[config.mk]
export PLATFORM = sky130hd
export DESIGN_NAME = piece_spawner
export DESIGN_NICKNAME = d
export VERILOG_FILES = /design/src/rtl/piece_spawner_pkg.sv /design/src/rtl/piece_spawner_bag_probe.sv /design/src/rtl/piece_spawner.sv
export SDC_FILE = /design/constraint.sdc
export NUM_CORES = 1
export LEC_CHECK = 0
export ABC_AREA = 0
export ABC_CLOCK_PERIOD_IN_PS = 6900
export BUFFER_PORTS_ARGS = -buffer_cell sky130_fd_sc_hd__buf_2
export CORE_ASPECT_RATIO = 1.25
export CORE_UTILIZATION = 55
export DETAILED_ROUTE_END_ITERATION = 8
export MAX_ROUTING_LAYER = met4
export PLACE_DENSITY_LB_ADDON = 0.15
export SLEW_MARGIN = 30
export SYNTH_ARGS = -nofsm -noshare
export SYNTH_HDL_FRONTEND = slang
export SYNTH_SLANG_ARGS = --single-unit
[constraint.sdc]
create_clock -name clk -period 6.9 [get_ports clk]
set_clock_uncertainty 0.2 [all_clocks]
set_input_delay 1.38 -clock clk [delete_from_list [all_inputs] [get_ports clk]]
set_output_delay 1.38 -clock clk [all_outputs]
set_load 0.01 [all_outputs]
[src/rtl/piece_spawner_pkg.sv]
// piece_spawner_pkg: piece type constants and spawner state encoding
package piece_spawner_pkg;
  localparam logic [2:0] PIECE_I = 3'd0;
  localparam logic [2:0] PIECE_O = 3'd1;
  localparam logic [2:0] PIECE_T = 3'd2;
  localparam logic [2:0] PIECE_S = 3'd3;
  localparam logic [2:0] PIECE_Z = 3'd4;
  localparam logic [2:0] PIECE_J = 3'd5;
  localparam logic [2:0] PIECE_L = 3'd6;
  localparam int NUM_PIECES = 7;
  typedef enum logic [1:0] {IDLE, LOAD, PROBE, READY} state_t;
endpackage

[src/rtl/piece_spawner_bag_probe.sv]
// bag_probe: tests one candidate against the bag and yields the wrapped next candidate
module bag_probe
  import piece_spawner_pkg::*;
(
  input  logic [2:0] c_i,
  input  logic [6:0] bag_i,
  output logic       hit_o,
  output logic [2:0] next_c_o
);
  // a candidate hits when its type is still unused in the current bag
  always_comb begin
    hit_o = ~bag_i[c_i];
    next_c_o = (c_i == PIECE_L) ? PIECE_I : c_i + 3'd1;
  end
endmodule

[src/rtl/piece_spawner.sv]
// piece_spawner: 7-bag piece randomizer with current piece, one-deep preview and handshake
module piece_spawner
  import piece_spawner_pkg::*;
#(
  parameter int COUNT_W = 16
) (
  input  logic               clk,
  input  logic               rst,
  input  logic [15:0]        rand_in,
  input  logic               start,
  input  logic               req,
  output logic               piece_valid,
  output logic [2:0]         piece_type,
  output logic [1:0]         piece_rot,
  output logic [2:0]         next_type,
  output logic               busy,
  output logic [COUNT_W-1:0] piece_count
);
  state_t state_q, state_d;
  logic [2:0] c_q, c_d, type_q, type_d, next_q, next_d;
  logic [1:0] r_q, r_d, rot_q, rot_d;
  logic [6:0] bag_q, bag_d;
  logic fill_q, fill_d, promo_q, promo_d, valid_q, valid_d;
  logic [COUNT_W-1:0] cnt_q, cnt_d;
  logic hit;
  logic [2:0] nc, c_load;
  logic unused;
  assign unused = ^rand_in[15:5];
  assign c_load = (rand_in[2:0] == 3'd7) ? PIECE_I : rand_in[2:0];
  bag_probe u_probe (.c_i(c_q), .bag_i(bag_q), .hit_o(hit), .next_c_o(nc));
  // state register
  always_ff @(posedge clk or posedge rst)
    if (rst) state_q <= IDLE;
    else state_q <= state_d;
  // next state: start preempts everything, a pick is LOAD then PROBE until a hit
  always_comb begin
    state_d = start ? LOAD :
              (state_q == LOAD) ? PROBE :
              (state_q == PROBE && hit) ? (fill_q ? LOAD : READY) :
              (state_q == READY && req) ? LOAD : state_q;
  end
  // outputs decoded from state
  always_comb begin
    busy = (state_q == LOAD) || (state_q == PROBE);
  end
  // datapath next values; promo marks a refill pick whose r becomes the promoted piece's rotation
  always_comb begin
    c_d = c_q;
    r_d = r_q;
    rot_d = rot_q;
    type_d = type_q;
    next_d = next_q;
    bag_d = bag_q;
    fill_d = fill_q;
    promo_d = promo_q;
    valid_d = valid_q;
    cnt_d = cnt_q;
    if (start) begin
      bag_d = '0;
      cnt_d = '0;
      valid_d = 1'b0;
      fill_d = 1'b1;
      promo_d = 1'b0;
    end else if (state_q == LOAD) begin
      c_d = c_load;
      r_d = rand_in[4:3];
      rot_d = promo_q ? rand_in[4:3] : rot_q;
      promo_d = 1'b0;
      bag_d = (&bag_q) ? '0 : bag_q;
    end else if (state_q == PROBE) begin
      c_d = hit ? c_q : nc;
      bag_d = hit ? bag_q | (7'd1 << c_q) : bag_q;
      type_d = (hit && fill_q) ? c_q : type_q;
      rot_d = (hit && fill_q) ? r_q : rot_q;
      next_d = (hit && !fill_q) ? c_q : next_q;
      valid_d = hit && !fill_q;
      fill_d = fill_q && !hit;
    end else if (state_q == READY && req) begin
      type_d = next_q;
      valid_d = 1'b0;
      cnt_d = (&cnt_q) ? cnt_q : cnt_q + 1'b1;
      promo_d = 1'b1;
    end
  end
  // datapath registers
  always_ff @(posedge clk or posedge rst)
    if (rst) begin
      c_q <= '0;
      r_q <= '0;
      rot_q <= '0;
      type_q <= '0;
      next_q <= '0;
      bag_q <= '0;
      fill_q <= 1'b0;
      promo_q <= 1'b0;
      valid_q <= 1'b0;
      cnt_q <= '0;
    end else begin
      c_q <= c_d;
      r_q <= r_d;
      rot_q <= rot_d;
      type_q <= type_d;
      next_q <= next_d;
      bag_q <= bag_d;
      fill_q <= fill_d;
      promo_q <= promo_d;
      valid_q <= valid_d;
      cnt_q <= cnt_d;
    end
  assign piece_valid = valid_q;
  assign piece_type = type_q;
  assign piece_rot = rot_q;
  assign next_type = next_q;
  assign piece_count = cnt_q;
endmodule

# --- Yosys cells after proc, flatten, opt, wreduce, memory -nomap -nowiden ---
# Cells that the tools add are included.
totals:
  input_bits: 20
  elab_cells: 101
  out_inout_bits: 26
  reg_bits: 41
op_classes:
  muxes: 40
  shifts: 1
  add_sub_neg: 2
  bitwise: 4
  reduce_logical: 29
  n_eq_ne: 13
  n_lt_le_gt_ge: 1
op_table:
  columns: ["operator", "n"]
  rows:
  - ["two-way mux 16 bit", 5]
  - ["two-way mux 7 bit", 5]
  - ["two-way mux 3 bit", 8]
  - ["two-way mux 2 bit", 9]
  - ["adder 16 x 1 -> 16 bit, second input constant", 1]
  - ["AND reduction 16 bit", 1]
  - ["AND reduction 4 bit", 4]
  - ["two-way mux 1 bit", 12]
  - ["nonzero test 2 bit", 6]
  - ["nonzero test 3 bit", 3]
  - ["inequality test 2 bit, second input constant", 4]
  - ["AND reduction 2 bit", 4]
  - ["bitwise OR 7 bit", 1]
  - ["AND reduction 7 bit", 1]
  - ["<< shifter 1 x 3 -> 7 bit, first input constant", 1]
  - ["== test 3 bit, second input constant", 2]
  - ["inequality test 3 bit, second input constant", 2]
  - ["AND reduction 3 bit", 2]
  - ["logical AND 1 bit", 5]
  - ["== test 2 bit, second input constant", 2]
  - ["< comparator 3 x 4 -> 1 bit, second input constant", 1]
  - ["nonzero test 4 bit", 1]
  - ["adder 3 x 1 -> 3 bit, second input constant", 1]
  - ["binary-select mux 1 bit (select 3 bit)", 1]
  - ["6 further kinds", 8]

# --- Depth between registers and ports, before layout ---
depth:
  word_depth: 7
  depth_mapped: 8
  ltp_nobuf: 7

# --- Modules after synthesis ---
# From an unflattened synthesis, not the netlist that was laid out.
unflattened:
  hier_cells: 231
  hier_area_um2: 2230.9
by_module_without_submodules:
  columns: ["mod", "area_per_inst_um2", "instances", "cells_per_inst", "seq_area_each_um2"]
  rows:
  - ["piece_spawner", 2139.6, 1, 220, 1026.0]
  - ["bag_probe", 91.3, 1, 11, 0.0]

# --- Least setup slack after synthesis ---
# Ideal clock, no wire load.
synth_timing:
  kind: "input to register"
  startpoint: "input port start"
  endpoint: "register next_q[0], in the netlist next_type[0]"
  required_ns: 6.572
  path_buffers: 1
  t_arrival_ns: 2.548
  slack_ns: 4.025
  cell_stages: 5
  setup_ns: 0.128
  cell_sequence: "buf_2 -> nor3_1 -> a21boi_2 -> and2_1 -> mux2_1"
synth_between:
  elab_chain_cells: 2
synth_lines:
  columns: ["element", "line_no", "rtl"]
  rows:
  - ["start, declared", "piece_spawner.sv:10", "input logic start,"]
  - ["inverter 1 bit (no source line)", null, null]
  - ["AND reduction 4 bit (no source line)", null, null]
  - ["end signal, assigned", "piece_spawner.sv:103", "next_q <= next_d;"]
  - ["end, declared", "piece_spawner.sv:20", "logic [2:0] c_q, c_d, type_q, type_d, next_q, next_d;"]
# Every way passes these cells.
# A chain may end at the register's enable or synchronous reset.

# --- Final worst setup path ---
layout_timing:
  startpoint: "input port start"
  endpoint: "register next_q[2], in the netlist next_type[2]"
# The elaborated chain is that of the path after synthesis.

==> run metrics <==
worst path required time 6890 ps; Final GP Congestion 0.790; wire per inst 14.9 um; main combinational cell family by area after synthesis simple AND/OR/NAND/NOR gates; CP Class input port to flop; vias 1772; Ports 46; Hold Slack 304 ps; Tot GR Track Use 25.4%; Achievable Freq 342 MHz; adder-cell share of the synthesized area 2.80%; vias in the first global route 1753; Root Driver clkbuf_8; simple-gate share of the synthesized area 17.6%; area fraction of the dominant cell type after synthesis 46.0%; htree depth 2; Post-Route Utilization 65.9%; number of synthesized register bits 41; Layout Nets 276; ANT nets after route 0; Post-synth EDFFs 0; status finished, final reports clean; Min Clock Period, post-route 2930 ps; pin count of the biggest net entering global routing 42; Mapped Area 2230 um^2; MaxCap Viol Count 0; pins over their slew limit 0; Fin Setup TNS 0 ps; Seq pwr share 45.7%; Area contributors post-synth dfrtp_1 46%, mux2_2 6.6%, nor2_1 4.4%; antenna violations before repair 0; HP Class flop to flop; post-synthesis compound-gate area fraction 15.0%; worst slew pin tran 682 ps; clock buffer count from CTS 5; clock power share 30.1%; fraction of layout cells with a size suffix above 1 24.6%; CTS resizes 0; ys async rst share 100%; Remaining Overflow, GRT 0; Pleak 0.00119 uW; Logic pwr share 24.3%; die area 4320 um^2; Vias/cell 5.79; dominant cell type by area after synthesis dfrtp_1; Initial DRT Pass Iterations 4; Port Buf Inserts 34; post-synthesis mux area share 10.8%; Switch Pwr 211 uW; Crit. End Element flop; final wirelength 4560 um; Syn Area/Cell 10.1 um^2; Synth Instances 221; pwr dens 265 nW/um^2; residual DRC count 0; Pint 462 uW; WP data arrival 2910 ps; Skew-Pair Late Insertion Delay 300 ps; sequential-to-total area share from yosys stat 46.0%; Max-slew headroom 54.6%; hpwl dp 3110 um; switching share of total power 31.3%; CTS tree built; Inserted Diodes 0; Die H 73.2 um; Post-CTS Setup Bufs 0; RSZ-0062 raised after global routing no; Core Area 3850 um^2; final hold vios 0; Initial Util 58.0%; Peak VDD IR 0.185 mV; Worst-path clk slew 80 ps; CTS Buffer Depth 2; Initial DRC Count 78; Rows 25; die width 59.0 um; Syn. warnings 0; cts-stage hold buffer count 0; syn nets 246; global-route wire length before repair 7960 um; Synth Area in XOR/XNOR 3.93%; Synth Flop Type dfrtp_1; Max FO, Critical Path 28; Yosys cell types 45; Setup violations, final 0; clock sink count 41; CP startpoint kind input port; Area Growth Syn to Fin 13.6%; Final Cycle Share 42.4%
[layout make-up]
class | instances | area, um^2
fill | 332 | 1310
sequential | 41 | 1030
tap | 54 | 67.6
multi-input combinational | 160 | 1120
inverter | 8 | 30.0
clock buffer | 7 | 86.3
clock inverter | 1 | 30.0
timing repair buffer | 35 | 178
[power groups by stage]
| stage | clock, uW | combinational [uW] | sequential, uW |
|---|---|---|---|
| floorplan | 0 | 136 | 294 |
| global placement | 0 | 160 | 310 |
| detailed placement | 0 | 162 | 312 |
| CTS | 206 | 164 | 307 |
| global route | 215 | 180 | 312 |
| finish | 202 | 163 | 307 |
[stage by stage]
step | power [uW] | cell area, um^2 | instances | worst slack (ps)
after floorplan | 430 | 2230 | 221 | 4020
after CTS | 677 | 2530 | 306 | 3960
final | 673 | 2530 | 306 | 3970
after global routing | 707 | 2530 | 306 | 3860
after detailed placement | 474 | 2420 | 298 | 3650
after global placement | 470 | 2420 | 298 | 3670
[cells by family after synthesis]
group                    after synthesis
AND/OR/NAND/NOR                       77
AO/OA/AOI/OAI                         46
flip-flops                            41
multiplexers                          22
buffers and inverters                 20
XOR/XNOR                              10
adder cells (fa/ha/maj)                5
[cell usage in the layout, fill, tap and decap left out, drive strengths merged, types with 7 or more instances in the layout]
cell type,count
clkbuf,7
inv,8
mux2,16
dfrtp,41
a21oi,9
a31oi,7
o21ai,8
buf,35
nand2,15
nor2,26
[Yosys cell counts, types with 3 or more instances]
cell / count
xnor2_1: 6
xor2_1: 4
nor2b_1: 4
mux2_1: 3
a21oi_1: 7
ha_1: 5
mux2_2: 13
dfrtp_1: 41
a22o_1: 4
nor3_1: 3
nor2_1: 26
clkbuf_1: 6
o21ai_0: 8
and3_1: 4
mux2i_1: 6
nand3_1: 6
inv_1: 8
a32o_1: 3
a311oi_1: 3
buf_2: 4
nand2_1: 15
a31oi_1: 7
nand4_1: 5
and2_1: 3
[worst max-delay path, stage by stage]
cell	delay [ps]
buf_2	270
nor3_1	290
a21boi_2	370
and2_1	260
mux2_1	330
[state kept, by name (all words and copies together) (netlist names)]
register	flops
piece_valid	1
promo_q	1
piece_rot	2
bag_q	7
fill_q	1
state_q	2
c_q	3
piece_count	16
next_type	3
piece_type	3
r_q	2
[path summary, 6_finish.rpt]
kind                          startpoint               to  slack [ps]  depth (start not counted)
max                                start     next_type[2]        3970                          5
min                        piece_type[0]    piece_type[0]         300                          1
max in group asynchronous            rst   piece_count[0]        5150                          3
max reg2reg                   state_q[1]  piece_count[12]        4350                          7
min in group asynchronous            rst  piece_count[13]         990                          3
min reg2reg                piece_type[0]    piece_type[0]         300                          1
[per-layer routing]
| layer | GRT usage (%) | routed length, um |
|---|---|---|
| met5 | - | 0 |
| met3 | 5.85 | 129 |
| met2 | 43.1 | 2400 |
| met4 | 11.6 | 80 |
| met1 | 28.1 | 1950 |
(Power assumes the default switching activity.)
